`src/rtl/avsddac_pkg.sv`:
```
// Shared definitions for the RVMyth-to-adacc01 DAC sample sequencer.
package avsddac_pkg;

  typedef enum logic [1:0] {
    ST_OFF    = 2'd0,
    ST_SETTLE = 2'd1,
    ST_RUN    = 2'd2
  } state_t;

  localparam int DW_DEF = 10;
  localparam int UCNT_W = 8;

endpackage

```
`src/rtl/avsddac_sfifo.sv`:
```
// Synchronous FIFO with flush; head word is visible on rdata whenever non-empty.
module avsddac_sfifo
  import avsddac_pkg::*;
#(
  parameter int DW    = DW_DEF,
  parameter int DEPTH = 4
) (
  input  logic                     clk,
  input  logic                     reset_n,
  input  logic                     flush,
  input  logic                     push,
  input  logic [DW-1:0]            wdata,
  input  logic                     pop,
  output logic [DW-1:0]            rdata,
  output logic                     full,
  output logic                     empty,
  output logic [$clog2(DEPTH):0]   level
);

  localparam int AW = $clog2(DEPTH);
  localparam int LW = AW + 1;

  logic [DW-1:0] mem [DEPTH];
  logic [AW-1:0] wr_ptr;
  logic [AW-1:0] rd_ptr;
  logic          do_push;
  logic          do_pop;

  assign full    = (level == LW'(DEPTH));
  assign empty   = (level == '0);
  assign do_push = push && !full && !flush;
  assign do_pop  = pop && !empty && !flush;
  assign rdata   = mem[rd_ptr];

  // Pointers wrap naturally because DEPTH is a power of two.
  always_ff @(posedge clk or negedge reset_n) begin
    if (!reset_n) begin
      wr_ptr <= '0;
      rd_ptr <= '0;
      level  <= '0;
    end else if (flush) begin
      wr_ptr <= '0;
      rd_ptr <= '0;
      level  <= '0;
    end else begin
      if (do_push) wr_ptr <= wr_ptr + 1'b1;
      if (do_pop)  rd_ptr <= rd_ptr + 1'b1;
      case ({do_push, do_pop})
        2'b10:   level <= level + 1'b1;
        2'b01:   level <= level - 1'b1;
        default: ;
      endcase
    end
  end

  always_ff @(posedge clk) begin
    if (do_push) mem[wr_ptr] <= wdata;
  end

endmodule

```
`src/rtl/avsddac_seq_ctrl.sv`:
```
// DAC sample sequencer: power-up settle window, then paced FIFO drain onto D.
module avsddac_seq_ctrl
  import avsddac_pkg::*;
#(
  parameter int DW            = DW_DEF,
  parameter int DEPTH         = 4,
  parameter int DIV_W         = 16,
  parameter int SETTLE_CYCLES = 8
) (
  input  logic                    clk,
  input  logic                    reset_n,
  input  logic                    cfg_en,
  input  logic [DIV_W-1:0]        cfg_div,
  input  logic                    s_valid,
  input  logic [DW-1:0]           s_data,
  output logic                    s_ready,
  output logic                    dac_en,
  output logic [DW-1:0]           dac_d,
  output logic                    underrun,
  output logic [UCNT_W-1:0]       underrun_cnt,
  output logic [$clog2(DEPTH):0]  fifo_level,
  output logic [1:0]              state
);

  localparam int SCW = (SETTLE_CYCLES > 1) ? $clog2(SETTLE_CYCLES) : 1;

  state_t           st;
  logic [SCW-1:0]   settle_cnt;
  logic [DIV_W-1:0] div_cnt;
  logic [DW-1:0]    fifo_rdata;
  logic             fifo_full;
  logic             fifo_empty;
  logic             go_off;
  logic             tick;
  logic             push;
  logic             pop;

  function automatic logic [UCNT_W-1:0] sat_inc(input logic [UCNT_W-1:0] v);
    return (&v) ? v : v + 1'b1;
  endfunction

  assign go_off  = (st != ST_OFF) && !cfg_en;
  assign tick    = (st == ST_RUN) && cfg_en && (div_cnt == '0);
  assign push    = s_valid && s_ready;
  assign pop     = tick && !fifo_empty;
  assign s_ready = (st != ST_OFF) && !fifo_full;
  assign dac_en  = (st != ST_OFF);
  assign state   = st;

  // A push on the power-down edge is discarded because the flush takes priority.
  avsddac_sfifo #(
    .DW    (DW),
    .DEPTH (DEPTH)
  ) u_fifo (
    .clk     (clk),
    .reset_n (reset_n),
    .flush   (go_off),
    .push    (push),
    .wdata   (s_data),
    .pop     (pop),
    .rdata   (fifo_rdata),
    .full    (fifo_full),
    .empty   (fifo_empty),
    .level   (fifo_level)
  );

  always_ff @(posedge clk or negedge reset_n) begin
    if (!reset_n) begin
      st           <= ST_OFF;
      settle_cnt   <= '0;
      div_cnt      <= '0;
      dac_d        <= '0;
      underrun     <= 1'b0;
      underrun_cnt <= '0;
    end else begin
      underrun <= 1'b0;
      case (st)
        ST_OFF: begin
          dac_d <= '0;
          if (cfg_en) begin
            st         <= ST_SETTLE;
            settle_cnt <= SCW'(SETTLE_CYCLES - 1);
          end
        end
        ST_SETTLE: begin
          if (!cfg_en) begin
            st           <= ST_OFF;
            dac_d        <= '0;
            underrun_cnt <= '0;
          end else if (settle_cnt == '0) begin
            st      <= ST_RUN;
            div_cnt <= cfg_div;
          end else begin
            settle_cnt <= settle_cnt - 1'b1;
          end
        end
        ST_RUN: begin
          if (!cfg_en) begin
            st           <= ST_OFF;
            dac_d        <= '0;
            underrun_cnt <= '0;
          end else if (tick) begin
            div_cnt <= cfg_div;
            if (!fifo_empty) begin
              dac_d <= fifo_rdata;
            end else begin
              underrun     <= 1'b1;
              underrun_cnt <= sat_inc(underrun_cnt);
            end
          end else begin
            div_cnt <= div_cnt - 1'b1;
          end
        end
        default: begin
          st    <= ST_OFF;
          dac_d <= '0;
        end
      endcase
    end
  end

endmodule

```
`config.mk`:
```
export PLATFORM = sky130hd
export DESIGN_NAME = avsddac_seq_ctrl
export DESIGN_NICKNAME = d
export VERILOG_FILES = /design/src/rtl/avsddac_pkg.sv /design/src/rtl/avsddac_sfifo.sv /design/src/rtl/avsddac_seq_ctrl.sv
export SDC_FILE = /design/constraint.sdc
export NUM_CORES = 1
export LEC_CHECK = 0
export CAP_MARGIN = 10
export CELL_PAD_IN_SITES_DETAIL_PLACEMENT = 0
export CELL_PAD_IN_SITES_GLOBAL_PLACEMENT = 1
export CORE_ASPECT_RATIO = 1.1
export CORE_MARGIN = 2
export CORE_UTILIZATION = 46
export CTS_BUF_LIST = sky130_fd_sc_hd__clkbuf_4
export CTS_CLUSTER_SIZE = 28
export DETAILED_ROUTE_END_ITERATION = 10
export GPL_TIMING_DRIVEN = 0
export PLACE_DENSITY = 0.8
export RECOVER_POWER = 25
export SYNTH_ARGS = -nofsm -noshare
export SYNTH_HDL_FRONTEND = slang
export SYNTH_HIERARCHICAL = 1
export SYNTH_SLANG_ARGS = --single-unit
```
`constraint.sdc`:
```
create_clock -name clk -period 3.1 [get_ports clk]
set_input_delay 0.93 -clock clk [delete_from_list [all_inputs] [get_ports clk]]
set_output_delay 0.93 -clock clk [all_outputs]
set_load 0.02 [all_outputs]
```
Word level (Yosys, flattened, before mapping)
Memory sizes are Yosys's and may differ from the RTL's.
Index checks and enable logic that the tools add are counted.
{ "word_totals": {"ff_bits": 47, "ram_bits": 40, "input_bits": 30, "word_cells": 101, "mem_count": 1} }
{ "op_classes": {"addsub": 7, "eq_ne": 17, "n_mux": 37, "reduce_logical": 30} }
{ "memory_table": {"columns": ["memory", "depth", "word_bits", "rd", "rd_ports_with_merged_regs", "wr", "line", "rtl"], "rows": [
  ["u_fifo.mem", 4, 10, 1, 0, 1, "avsddac_sfifo.sv:23", "logic [DW-1:0] mem [DEPTH];"]
]} }
{ "op_table": {"columns": ["cell", "count"], "rows": [
  ["two-way mux 16 bit", 4],
  ["two-way mux 10 bit", 4],
  ["two-way mux 8 bit", 5],
  ["case mux 16 bit (2 select lines)", 1],
  ["case mux 10 bit (2 select lines)", 1],
  ["logical NOT 16 bit", 1],
  ["two-way mux 2 bit", 8],
  ["case mux 8 bit (2 select lines)", 1],
  ["subtractor 16 x 1 -> 16 bit, second input constant", 1],
  ["!= test 3 bit, second input constant", 5],
  ["!= test 2 bit, second input constant", 7],
  ["two-way mux 3 bit", 4],
  ["case mux 3 bit (2 select lines)", 2],
  ["logical AND 1 bit", 10],
  ["nonzero test 2 bit", 5],
  ["adder 8 x 1 -> 8 bit, second input constant", 1],
  ["AND reduction 4 bit", 2],
  ["AND reduction 8 bit", 1],
  ["logical NOT 3 bit", 2],
  ["two-way mux 1 bit", 6],
  ["case mux 2 bit (3 select lines)", 1],
  ["AND reduction 3 bit", 2],
  ["subtractor 3 x 1 -> 3 bit, second input constant", 2],
  ["AND reduction 5 bit", 1],
  ["8 further kinds", 14]
]} }

Logic depth before layout (Yosys ltp)
Gate-level depths: netlist (run 1).
{ "depth": {"ltp_word": 9, "depth_mapped": 14} }

Cells and area by module
Netlist (run 1), hierarchy kept.
{ "modules_own_cells": {"columns": ["mod", "n_inst", "cells_per_inst", "area_each_um2"], "rows": [
  ["avsddac_seq_ctrl", 1, 267, 2419.8],
  ["avsddac_sfifo", 1, 117, 2040.7]
]} }

Least setup slack after synthesis (run 1)
Ideal clock, no wire load.
{ "synth_timing": {"path_type": "register to register", "from": "reg div_cnt[0]", "to": "reg u_fifo.level[1]", "setup_ns": 0.139, "arrival_ns": 2.650, "required_ns": 2.961, "path_slack_ns": 0.310, "path_stages_with_launch": 13, "path_buffers": 1, "synth_period_minus_slack_ns": 2.790, "path_cell_list": "dfrtp_1 -> inv_1 -> ha_1 -> nor4b_1 -> and4_2 -> nand2_1 -> nor2_1 -> buf_4 -> nand2b_1 -> nor3_1 -> fa_1 -> a31oi_1 -> a2111oi_2"} }
{ "synth_between": {"elab_chain_len": 8} }
{ "synth_lines": {"columns": ["item", "line", "rtl"], "rows": [
  ["start, declared", "avsddac_seq_ctrl.sv:29", "logic [DIV_W-1:0] div_cnt;"],
  ["start signal, assigned", "avsddac_seq_ctrl.sv:92", "div_cnt <= cfg_div;"],
  ["start signal, assigned", "avsddac_seq_ctrl.sv:103", "div_cnt <= cfg_div;"],
  ["start signal, assigned", "avsddac_seq_ctrl.sv:111", "div_cnt <= div_cnt - 1'b1;"],
  ["logical NOT 16 bit *", "avsddac_seq_ctrl.sv:43", "assign tick = (st == ST_RUN) && cfg_en && (div_cnt == '0);"],
  ["logical AND 1 bit *", "avsddac_seq_ctrl.sv:43", null],
  ["logical AND 1 bit *", "avsddac_seq_ctrl.sv:45", "assign pop = tick && !fifo_empty;"],
  ["named net pop", "avsddac_seq_ctrl.sv:36", "logic pop;"],
  ["logical AND 1 bit * (2 in a row)", "avsddac_sfifo.sv:32", "assign do_pop = pop && !empty && !flush;"],
  ["== test 2 x 1 -> 1 bit or == test 2 bit (tied branches)", "avsddac_sfifo.sv:48", "case ({do_push, do_pop})"],
  ["case mux 3 bit (2 select lines)", "avsddac_sfifo.sv:48", null],
  ["two-way mux 3 bit", "avsddac_sfifo.sv:41", "end else if (flush) begin"],
  ["end signal, assigned", "avsddac_sfifo.sv:49", "2'b10: level <= level + 1'b1;"],
  ["end signal, assigned", "avsddac_sfifo.sv:50", "2'b01: level <= level - 1'b1;"],
  ["end, declared", "avsddac_sfifo.sv:17", "output logic [$clog2(DEPTH):0] level"]
]} }
The timed path passes the listed nets; every way through them passes the cells marked *.
A chain may end at the register's enable or synchronous reset.

Worst setup path in the final report (run 1)
{ "layout_timing": {"from": "reg st[1], in the netlist state[1]", "to": "out dac_en"} }
{ "layout_between": {"elab_chain_len": 1} }
{ "layout_lines": {"columns": ["item", "line", "rtl"], "rows": [
  ["start, declared", "avsddac_seq_ctrl.sv:27", "state_t st;"],
  ["start signal, assigned", "avsddac_seq_ctrl.sv:69", "st <= ST_OFF;"],
  ["start signal, assigned", "avsddac_seq_ctrl.sv:81", "st <= ST_SETTLE;"],
  ["start signal, assigned", "avsddac_seq_ctrl.sv:87", "st <= ST_OFF;"],
  ["nonzero test 2 bit", "avsddac_seq_ctrl.sv:47", "assign dac_en = (st != ST_OFF);"],
  ["end, declared", "avsddac_seq_ctrl.sv:17", "output logic dac_en,"]
]} }
No other way between the ends.

==> flow_metrics.py, run 1 <==
metrics = {
    "setup_path": {
        "required_ps": 2170,
        "r2r_setup_slack_ps": 230,
        "r2r_cells": 14,
        "worstSetupEndpointType": "primary output",
        "cp_max_fo": 6,
        "crit_start": "state[1]$_DFFE_PN0P_",
        "worst-path-buf-inv": 3,
        "reg2reg_from": "div_cnt[0]$_DFFE_PN0P_",
        "worstSetupStartpointType": "flop",
        "r2r_end": "u_fifo/level[2]$_DFFE_PN0P_",
        "arrival_ps": 2020,
        "crit_top_cell": "inv_1",
        "cp_slowest_stage_delay_ps": 610,
        "crit_family": "buffers and inverters",
        "critical_path_class": "flop to primary output",
        "path_cells": "inv_1, ha_1, inv_1, clkdlybuf4s50_1",
        "crit_path_top_delay_cell": "clkdlybuf4s50_1",
    },
    "min_path": {
        "worstHoldStart": "settle_cnt[0]$_DFFE_PN0P_",
        "hold_path_class": "flop to flop",
        "hold-path-endpoint": "settle_cnt[0]$_DFFE_PN0P_",
        "hold_depth": 1,
    },
    "placed_design": {
        "placed_cell_area_mm2": 0.005172,
        "pre_cts_ws_ps": -331.2,
        "io_buffers": 55,
        "dp_hpwl_um": 6971,
        "place_congestion": 0.8474,
        "dp.cells": 557,
    },
    "die": {
        "die_h_um": 107.3,
        "die_area_mm2": 0.01050,
        "core-area_mm2": 0.009398,
        "num_rows": 37,
        "io_pins": 56,
        "die_w_um": 97.89,
        "start_util": 0.4746,
    },
    "cells_and_area": {
        "fin_util": 0.5693,
        "antenna_cells": 0,
        "fin_cells": 576,
        "area_delta_synth_final_pct": 19.94,
        "nNetsFinal": 497,
        "final_area_mm2": 0.005350,
        "layout-drive-gt1-share": 0.1176,
    },
    "synth": {
        "synth.ff_latch_count": 87,
        "synth_area_leaders": "edfxtp_1 (27%), dfrtp_1 (26%), mux4_2 (5.0%), ha_1 (3.4%), nand2_1 (2.5%)",
        "async_flop_share": 0.5402,
        "ys_seq_area_frac": 0.5330,
        "synth_top_area_share": 0.2693,
        "syn-num-nets": 427,
        "synthFlopType": "dfrtp_1",
        "synth_area_leader_cell": "edfxtp_1",
        "ys_top_cells_by_count": "dfrtp_1 (47), edfxtp_1 (40), nand2_1 (30)",
        "syn_area_mm2": 0.004461,
        "yosys_warnings": 6,
        "yosysMostFrequentCell": "dfrtp_1",
        "synth_edf_count": 40,
        "synth_cells": 384,
        "synth.avg_cell_area_um2": 11.62,
        "yosysUniqueCellTypes": 61,
    },
    "global_routing": {
        "grt_overflow": 0,
        "grt_pass1_vias": 3259,
        "use_met1": 0.2581,
        "use_met2": 0.3165,
        "grtUsageMet3": 0.04221,
        "antenna_found_initial": 0,
        "top_usage_layer": "met2",
        "grt_pass1_wl_um": 16250,
        "grt_usage": 0.1936,
        "grt_max_degree": 27,
    },
    "sta": {
        "fin_setup_tns_ps": 0,
        "finClkSkew_ps": 20.12,
        "slew_viol_final": 0,
        "rsz0062_at_grt": "false",
        "max-slew-margin-rel": 0.1365,
        "final.period_utilization": 0.9512,
        "hold_violations": 0,
        "hold_ws_ps": 487.0,
        "max_freq_mhz": 339.1,
        "finalSetupViolCount": 0,
        "worst_slack_ps": 151.2,
        "period_needed_ps": 2949,
        "worst_pin_slew_ps": 1295,
    },
    "clocking": {
        "clockRootBuffer": "clkbuf_4",
        "clk_latency_ps": 460,
        "clk_pin_slew_ps": 150,
        "htree_levels": 3,
        "cts_tree": "done",
        "cts_buffer_depth": 2,
        "cts_inserted_buffers": 9,
        "hold_buffers": 0,
        "cts_sinks": 87,
    },
    "drt": {
        "drc": 0,
        "drt_iter0_drc": 151,
        "routed_wl_um": 9990,
        "wl_per_cell_um": 17.34,
        "drtAntennaViolNets": 0,
        "dr.pass1.iters": 4,
        "num_vias": 3382,
        "viasPerCell": 5.872,
    },
    "job": {
        "drv_cap": 0,
    },
    "power_and_ir_drop": {
        "power_density_mw_per_mm2": 645.7,
        "p_total_mw": 3.454,
        "peakVddDrop_v": 0.0003238,
        "p_leak_nw": 2.051,
    },
    "status": {
        "status": "finished clean",
    },
}
-- metal layers --
layer	up-vias	wire (µm)	share of wire
met5	-	0	0
met4	0	165	0.017
met3	17	479	0.048
met2	91	4897	0.49
met1	1680	4448	0.45
li1	1594	-	-
-- what timing repair did --
| action | 4_1_cts | 5_1_grt |
|---|---|---|
| setup endpoints to repair | 2 | 3 |
| resized for setup | 1 | 5 |
| buffers inserted | 0 | 3 |
| pin swaps | 0 | 1 |
| cloned | 0 | 0 |
-- placed cells by master, fill, tap and decap left out, drive strengths merged, types with 5 or more instances in the layout --
cell type / count
nor2: 21
o22ai: 5
clkdlybuf4s50: 52
mux2i: 6
o21ai: 20
clkbuf: 21
nor3: 14
nand4: 8
nand3: 14
nor4: 8
buf: 13
a21oi: 17
nand2: 30
dfrtp: 47
edfxtp: 40
and2: 8
mux4: 10
ha: 12
inv: 24
a22o: 12
-- cells by family after synthesis --
family,count (synthesis),share of synthesized area
AOI/OAI and AO/OA,90,0.1403
xor gates and xnor gates,6,0.01178
adders and majority gates,13,0.03815
buffers and inverters,41,0.04123
DFF,87,0.5330
muxes,16,0.06396
and+or+nand+nor,131,0.1717
-- worst max path at each step --
stage	endpoint	slack, ps	cells after the start
4_1_cts	u_fifo/level[1]$_DFFE_PN0P_	3	12
5_1_grt	u_fifo/level[2]$_DFFE_PN0P_	10	14
3_5_place_dp	u_fifo/level[2]$_DFFE_PN0P_	-330	10
2_1_floorplan	u_fifo/level[1]$_DFFE_PN0P_	310	12
6_report	dac_en	150	4
3_3_place_gp	dac_d[7]$_DFFE_PN0P_	-450	1
-- state kept, by name, summed over array words and instances (netlist names) --
signal         flops
dac_d             10
div_cnt           16
settle_cnt         3
state              2
u_fifo/level       3
u_fifo/mem        40
u_fifo/rd_ptr      2
u_fifo/wr_ptr      2
underrun           1
underrun_cnt       8
-- layout make-up --
class	instances	area, µm²
Multi-Input combinational cell	256	1919
Sequential cell	87	2377
Tap cell	117	146.4
Inverter	20	75.07
Fill cell	834	4048
Timing Repair Buffer	59	581.8
Buffer	21	110.1
Clock buffer	9	67.56
Clock inverter	7	72.57
-- power breakdown --
part           internal, mW  switching [mW]
clock                 0.190           0.468
combinational         0.494           0.721
sequential             1.40           0.182
No activity file was read; power rests on OpenSTA's default activity.
==> run 2: changes to the inputs <==
- CELL_PAD_IN_SITES_DETAIL_PLACEMENT: 0 -> 1
- CELL_PAD_IN_SITES_GLOBAL_PLACEMENT: 1 -> 2
- CORE_UTILIZATION: 46 -> 38
- PLACE_DENSITY: 0.8 -> 0.79
==> run 2 against run 1 <==
Via count down 1.7%. Sequential share of layout area down 0.56 points. Final area up 1.3%. Register-to-register slack worse by 80 ps. Non-clock buffer count unchanged.
==> flow_metrics.py, run 2 (same netlist as run 1, synthesis figures left out) <==
metrics = {
    "drt": {
        "dr.pass1.iters": 4,
        "wl_per_cell_um": 17.84,
        "routed_wl_um": 10870,
        "drt_iter0_drc": 121,
        "num_vias": 3324,
        "drtAntennaViolNets": 0,
        "drc": 0,
        "viasPerCell": 5.458,
    },
    "power_and_ir_drop": {
        "p_leak_nw": 2.055,
        "peakVddDrop_v": 0.0003474,
        "switching_share": 0.4010,
        "internal_power_mw": 2.096,
        "seq_power_share": 0.453,
        "power_density_mw_per_mm2": 645.6,
        "clkPwrFrac": 0.195,
        "combPwrFrac": 0.352,
        "p_switching_mw": 1.403,
    },
    "setup_path": {
        "crit_path_top_delay_cell": "fa_2",
        "worst-path-buf-inv": 2,
        "critical_path_class": "flop to flop",
        "path_cells": "inv_1, ha_1, nor4b_4, and4_4, nand2_1, nor2_1, buf_4, nand2b_1, nor3_2, fa_2, a31oi_2, a2111oi_2",
        "worstSetupEndpointType": "flop",
        "required_ps": 3420,
        "crit_family": "simple AND/OR/NAND/NOR gates",
        "r2r_cells": 12,
        "cp_slowest_stage_delay_ps": 490,
        "worstSetupStartpointType": "flop",
        "cp_max_fo": 10,
        "path_depth": 12,
        "arrival_ps": 3270,
    },
    "cells_and_area": {
        "nNetsFinal": 497,
        "antenna_cells": 0,
        "layout-drive-gt1-share": 0.1198,
        "largestRegisters": "u_fifo/mem x40, div_cnt x16, dac_d x10",
        "mostFrequentLayoutCells": "clkdlybuf4s50_1 (51), dfrtp_1 (47), edfxtp_1 (40), nand2_1 (30), nor2_1 (21)",
        "final_common_cell": "clkdlybuf4s50_1",
        "largest-register": "u_fifo/mem",
        "area_delta_synth_final_pct": 21.49,
        "largest_reg_flops": 40,
        "fin_cells": 609,
    },
    "status": {
        "status": "finished clean",
    },
    "sta": {
        "period_needed_ps": 2954,
        "hold_violations": 0,
        "worst_slack_ps": 145.8,
        "max_freq_mhz": 338.5,
        "fin_setup_tns_ps": 0,
        "max-slew-margin-rel": 0.08127,
        "slew_viol_final": 0,
        "final.period_utilization": 0.9530,
        "worst_pin_slew_ps": 1378,
        "finClkSkew_ps": 22.25,
        "finalSetupViolCount": 0,
    },
    "die": {
        "num_rows": 41,
        "die_w_um": 107.3,
        "core-area_mm2": 0.01144,
        "io_pins": 56,
        "die_area_mm2": 0.01262,
        "start_util": 0.3899,
        "die_h_um": 117.6,
    },
    "clocking": {
        "htree_levels": 3,
        "clk_pin_slew_ps": 160,
        "clockRootBuffer": "clkbuf_4",
        "cts_sinks": 87,
        "clk_latency_ps": 460,
        "cts_buffer_depth": 2,
        "hold_buffers": 0,
        "cts_tree": "done",
        "cts_inserted_buffers": 9,
    },
    "placed_design": {
        "dp.cells": 590,
        "pre_cts_ws_ps": -331.8,
        "place_congestion": 0.7938,
        "io_buffers": 55,
        "dp_hpwl_um": 7965,
    },
    "global_routing": {
        "grt_pass1_wl_um": 18060,
        "grt_overflow": 0,
        "grt_pass1_vias": 3554,
        "grt_usage": 0.1833,
        "antenna_found_initial": 0,
        "grt_max_degree": 30,
    },
    "min_path": {
        "hold_depth": 1,
        "hold_path_class": "flop to flop",
    },
    "job": {
        "drv_cap": 0,
    },
}
==> run 2: cell count changes in the layout (fill, tap and decap cells not counted), sizes merged <==
cell / delta
clkdlybuf4s50: -1
clkinv: +4
clkinvlp: -1
dlygate4sd3: +1
inv: -3
==> run 2: repair_timing <==
action,CTS,global route
pin swaps,0,1
endpoints found under the hold margin,0,0
setup buffers,0,3
setup endpoints to repair,2,3
resized for setup,2,5
==> run 2: path summary, 6_finish.rpt <==
kind	startpoint	to	slack, ps
min	settle_cnt[0]$_DFFE_PN0P_	settle_cnt[0]$_DFFE_PN0P_	500
max	div_cnt[0]$_DFFE_PN0P_	u_fifo/level[1]$_DFFE_PN0P_	150
max in group asynchronous	reset_n	settle_cnt[0]$_DFFE_PN0P_	520
max reg2reg	div_cnt[0]$_DFFE_PN0P_	u_fifo/level[1]$_DFFE_PN0P_	150
min in group asynchronous	reset_n	div_cnt[13]$_DFFE_PN0P_	620
min reg2reg	settle_cnt[0]$_DFFE_PN0P_	settle_cnt[0]$_DFFE_PN0P_	500
==> run 2: routing by layer <==
layer,wire [µm],vias to the layer above,GRT usage
li1,-,1590,-
met1,4866,1677,0.2339
met2,5564,47,0.3165
met3,328,10,0.03821
met4,106,0,0.04464
met5,0,-,0
==> run 2: stage by stage <==
stage               power [mW]  area, µm²  utilization  hold slack, ps
floorplan                2.407       4461            -           444.5
global placement         2.784       5199       0.4544           466.4
detailed placement       2.830       5214       0.4558           494.2
CTS                      3.538       5388       0.4710           388.1
global route             3.751       5419       0.4737           539.2
finish                   3.498       5419       0.4737           504.0
==> run 2: final cells by class <==
type / instances / area [µm²]
fillers: 1226 / 6021
flip-flops and latches: 87 / 2377
multi-input cells: 256 / 1929
repair buffers: 59 / 581.8
well taps: 150 / 187.7
plain buffers: 21 / 108.9
clock inverters: 7 / 91.34
inverters: 20 / 75.07
clock buffers: 9 / 67.56
==> run 2: power by group through the flow <==
stage | clock [mW] | combinational, mW | sequential [mW]
detailed placement | 0 | 1.22 | 1.61
finish | 0.682 | 1.23 | 1.59
floorplan | 0 | 0.821 | 1.59
CTS | 0.711 | 1.24 | 1.59
global placement | 0 | 1.19 | 1.60
global route | 0.759 | 1.38 | 1.61
==> run 3: changes to the inputs <==
- ABC_AREA: default -> 1
- CORE_UTILIZATION: 38 -> 35
- PLACE_DENSITY: 0.79 -> 0.8
==> run 3 against run 2 <==
Global-route usage is 0.68 points lower. Critical path depth shrank 8. Clock skew is 7.0 ps lower. Flip-flop and latch count did not move. Register-to-register slack improved by 220 ps. Clock power down 3.5%. Worst hold slack got worse by 27 ps. Core utilization down 4.2 points. Via count is 14% higher. Final cell count increased by 27%. Synthesized cell count grew 41%.
==> flow_metrics.py, run 3 <==
metrics = {
    "status": {
        "status": "finished clean",
    },
    "global_routing": {
        "grt_pass1_vias": 3945,
        "grt_usage": 0.1765,
        "grt_overflow": 0,
        "grt_pass1_wl_um": 19530,
        "grt_max_degree": 32,
        "antenna_found_initial": 0,
    },
    "clocking": {
        "clk_pin_slew_ps": 160,
        "cts_inserted_buffers": 9,
        "clk_latency_ps": 480,
        "hold_buffers": 0,
        "cts_resized": 0,
        "cts_sinks": 87,
        "cts_setup_buffers": 0,
        "htree_levels": 3,
        "cts_buffer_depth": 2,
        "cts_tree": "done",
        "clockRootBuffer": "clkbuf_4",
    },
    "power_and_ir_drop": {
        "p_leak_nw": 2.422,
        "peakVddDrop_v": 0.0003288,
        "power_density_mw_per_mm2": 697.6,
    },
    "cells_and_area": {
        "regArea_mm2": 0.002377,
        "antenna_cells": 0,
        "largestRegisters": "u_fifo/mem x40, div_cnt x16, dac_d x10",
        "nFillCells": 1538,
        "multi_input_area_mm2": 0.001918,
        "final_area_mm2": 0.005500,
        "mostFrequentLayoutCells": "nand2_1 (158), nor2_1 (62), inv_1 (60), clkdlybuf4s50_1 (53), dfrtp_1 (47)",
        "fin_cells": 772,
        "layout-drive-gt1-share": 0.09593,
        "area_delta_synth_final_pct": 19.52,
        "nNetsFinal": 653,
        "final_common_cell": "nand2_1",
        "largest_reg_flops": 40,
        "largest-register": "u_fifo/mem",
    },
    "placed_design": {
        "dp_hpwl_um": 8734,
        "place_congestion": 0.7867,
        "io_buffers": 55,
        "dp.cells": 756,
        "placed_cell_area_mm2": 0.005364,
    },
    "drt": {
        "wl_met1_um": 5152,
        "routed_wl_um": 11660,
        "drt_iter0_drc": 156,
        "wl_met3_um": 224,
        "wl_per_cell_um": 15.10,
        "highest_layer": "met4",
        "num_vias": 3798,
        "drtAntennaViolNets": 0,
        "dr.pass1.iters": 4,
        "drc": 0,
        "viasPerCell": 4.920,
        "wl_met2_um": 6066,
    },
    "synth": {
        "syn-num-nets": 586,
        "yosysUniqueCellTypes": 37,
        "synth_edf_count": 40,
        "synth_cells": 543,
        "synth_top_area_share": 0.2610,
        "ys_seq_area_frac": 0.5166,
        "ys_top_cells_by_count": "nand2_1 (158), nor2_1 (63), inv_1 (60)",
        "synthFlopType": "dfrtp_1",
        "syn_area_mm2": 0.004602,
        "synth.avg_cell_area_um2": 8.475,
        "yosys_warnings": 6,
        "synth.ff_latch_count": 87,
        "synth_area_leaders": "edfxtp_1 (26%), dfrtp_1 (26%), nand2_1 (13%), nor2_1 (5.1%), inv_1 (4.9%)",
        "synth_area_leader_cell": "edfxtp_1",
        "async_flop_share": 0.5402,
        "yosysMostFrequentCell": "nand2_1",
    },
    "die": {
        "num_rows": 43,
        "die_area_mm2": 0.01408,
        "io_pins": 56,
        "die_h_um": 124.3,
        "die_w_um": 113.3,
        "core-area_mm2": 0.01275,
        "start_util": 0.3609,
    },
    "sta": {
        "worst_pin_slew_ps": 1460,
        "slew_viol_final": 0,
        "rsz0062_at_grt": "false",
        "finalSetupViolCount": 0,
        "finClkSkew_ps": 15.23,
        "hold_violations": 0,
        "max-slew-margin-rel": 0.02675,
        "final.period_utilization": 0.9383,
        "max_freq_mhz": 343.8,
        "period_needed_ps": 2909,
    },
    "setup_path": {
        "cp_max_fo": 4,
        "crit_path_top_delay_cell": "clkdlybuf4s50_1",
        "path_cells": "inv_1, ha_1, inv_1, clkdlybuf4s50_1",
        "worstSetupStartpointType": "flop",
        "cp_slowest_stage_delay_ps": 610,
        "required_ps": 2170,
        "crit_top_cell": "inv_1",
        "worstSetupEndpointType": "primary output",
        "critical_path_class": "flop to primary output",
        "arrival_ps": 1980,
    },
    "min_path": {
        "hold_path_class": "flop to flop",
    },
    "job": {
        "drv_cap": 0,
    },
}
## run 3: cell count changes after synthesis, moves of 10 or more
cell / change
mux4_2: -10
inv_1: +40
o21ai_0: +15
a21oi_1: -13
nand2_1: +128
nor3_1: -10
a22o_1: -12
nand3_1: +28
nor2_1: +42
## run 3: where the power goes
group	total (mW)	internal [mW]	switching (mW)	leakage, nW
Combinational	1.54	0.534	1.01	1.37
Clock	0.658	0.192	0.466	0.0752
Sequential	1.64	1.43	0.208	0.974
Total	3.84	2.16	1.68	2.42
## run 3: kinds of logic (layout without fill, tap and decap cells)
family | after synthesis | after routing | synth area share
AND/OR/NAND/NOR | 298 | 298 | 0.2906
flip-flops | 87 | 87 | 0.5166
buffers and inverters | 78 | 150 | 0.06716
AO/OA/AOI/OAI | 63 | 63 | 0.08102
adder cells (fa/ha/maj) | 13 | 13 | 0.03698
XOR/XNOR | 4 | 4 | 0.007614
## run 3: per-layer routing
metal,vias up,track usage
li1,1899,-
met1,1843,0.2131
met2,42,0.3174
met3,14,0.02579
met4,0,0.06241
met5,-,0
## run 3: path summary, 6_finish.rpt
kind / from / end / slack, ps / depth (start not counted)
setup / recovery: state[0]$_DFFE_PN0P_ / dac_en / 190 / 4
hold / removal: settle_cnt[0]$_DFFE_PN0P_ / settle_cnt[0]$_DFFE_PN0P_ / 480 / 1
setup reg to reg: state[0]$_DFFE_PN0P_ / u_fifo/mem[0][5]$_DFFE_PP_ / 370 / 7
hold reg to reg: settle_cnt[0]$_DFFE_PN0P_ / settle_cnt[0]$_DFFE_PN0P_ / 480 / 1
max in group asynchronous: reset_n / u_fifo/level[0]$_DFFE_PN0P_ / 550 / 2
min in group asynchronous: reset_n / underrun_cnt[5]$_DFFE_PN0P_ / 560 / 1
## run 3: worst max-delay path: cells and delay by family (launching register included)
| kind | cells | cell delay, ps |
|---|---|---|
| fa+ha+maj | 1 | 250 |
| buf+inv | 3 | 810 |
| flops | 1 | 440 |
## run 3: cell type report
| type | instances | share of cell area |
|---|---|---|
| buffer | 16 | 0.01388 |
| clock buffer | 9 | 0.01228 |
| clock inverter | 7 | 0.01365 |
| inverter | 62 | 0.04231 |
| multi-input combinational | 378 | 0.3487 |
| sequential | 87 | 0.4322 |
| tap | 157 | 0.03571 |
| timing repair buffer | 56 | 0.1012 |
## run 3: metrics by stage
step           setup WS [ps]  total power [mW]  hold slack [ps]    util  TNS (ps)
3_5_place_dp          -359.7             3.240            457.9  0.4207    -12520
3_3_place_gp          -466.9             3.180            457.0  0.4195    -32560
2_1_floorplan          569.9             2.714            439.6       -         0
4_1_cts                138.1             3.916            340.3  0.4319         0
5_1_grt                42.77             4.181            500.0  0.4314         0
6_report               191.3             3.837            477.0  0.4314         0
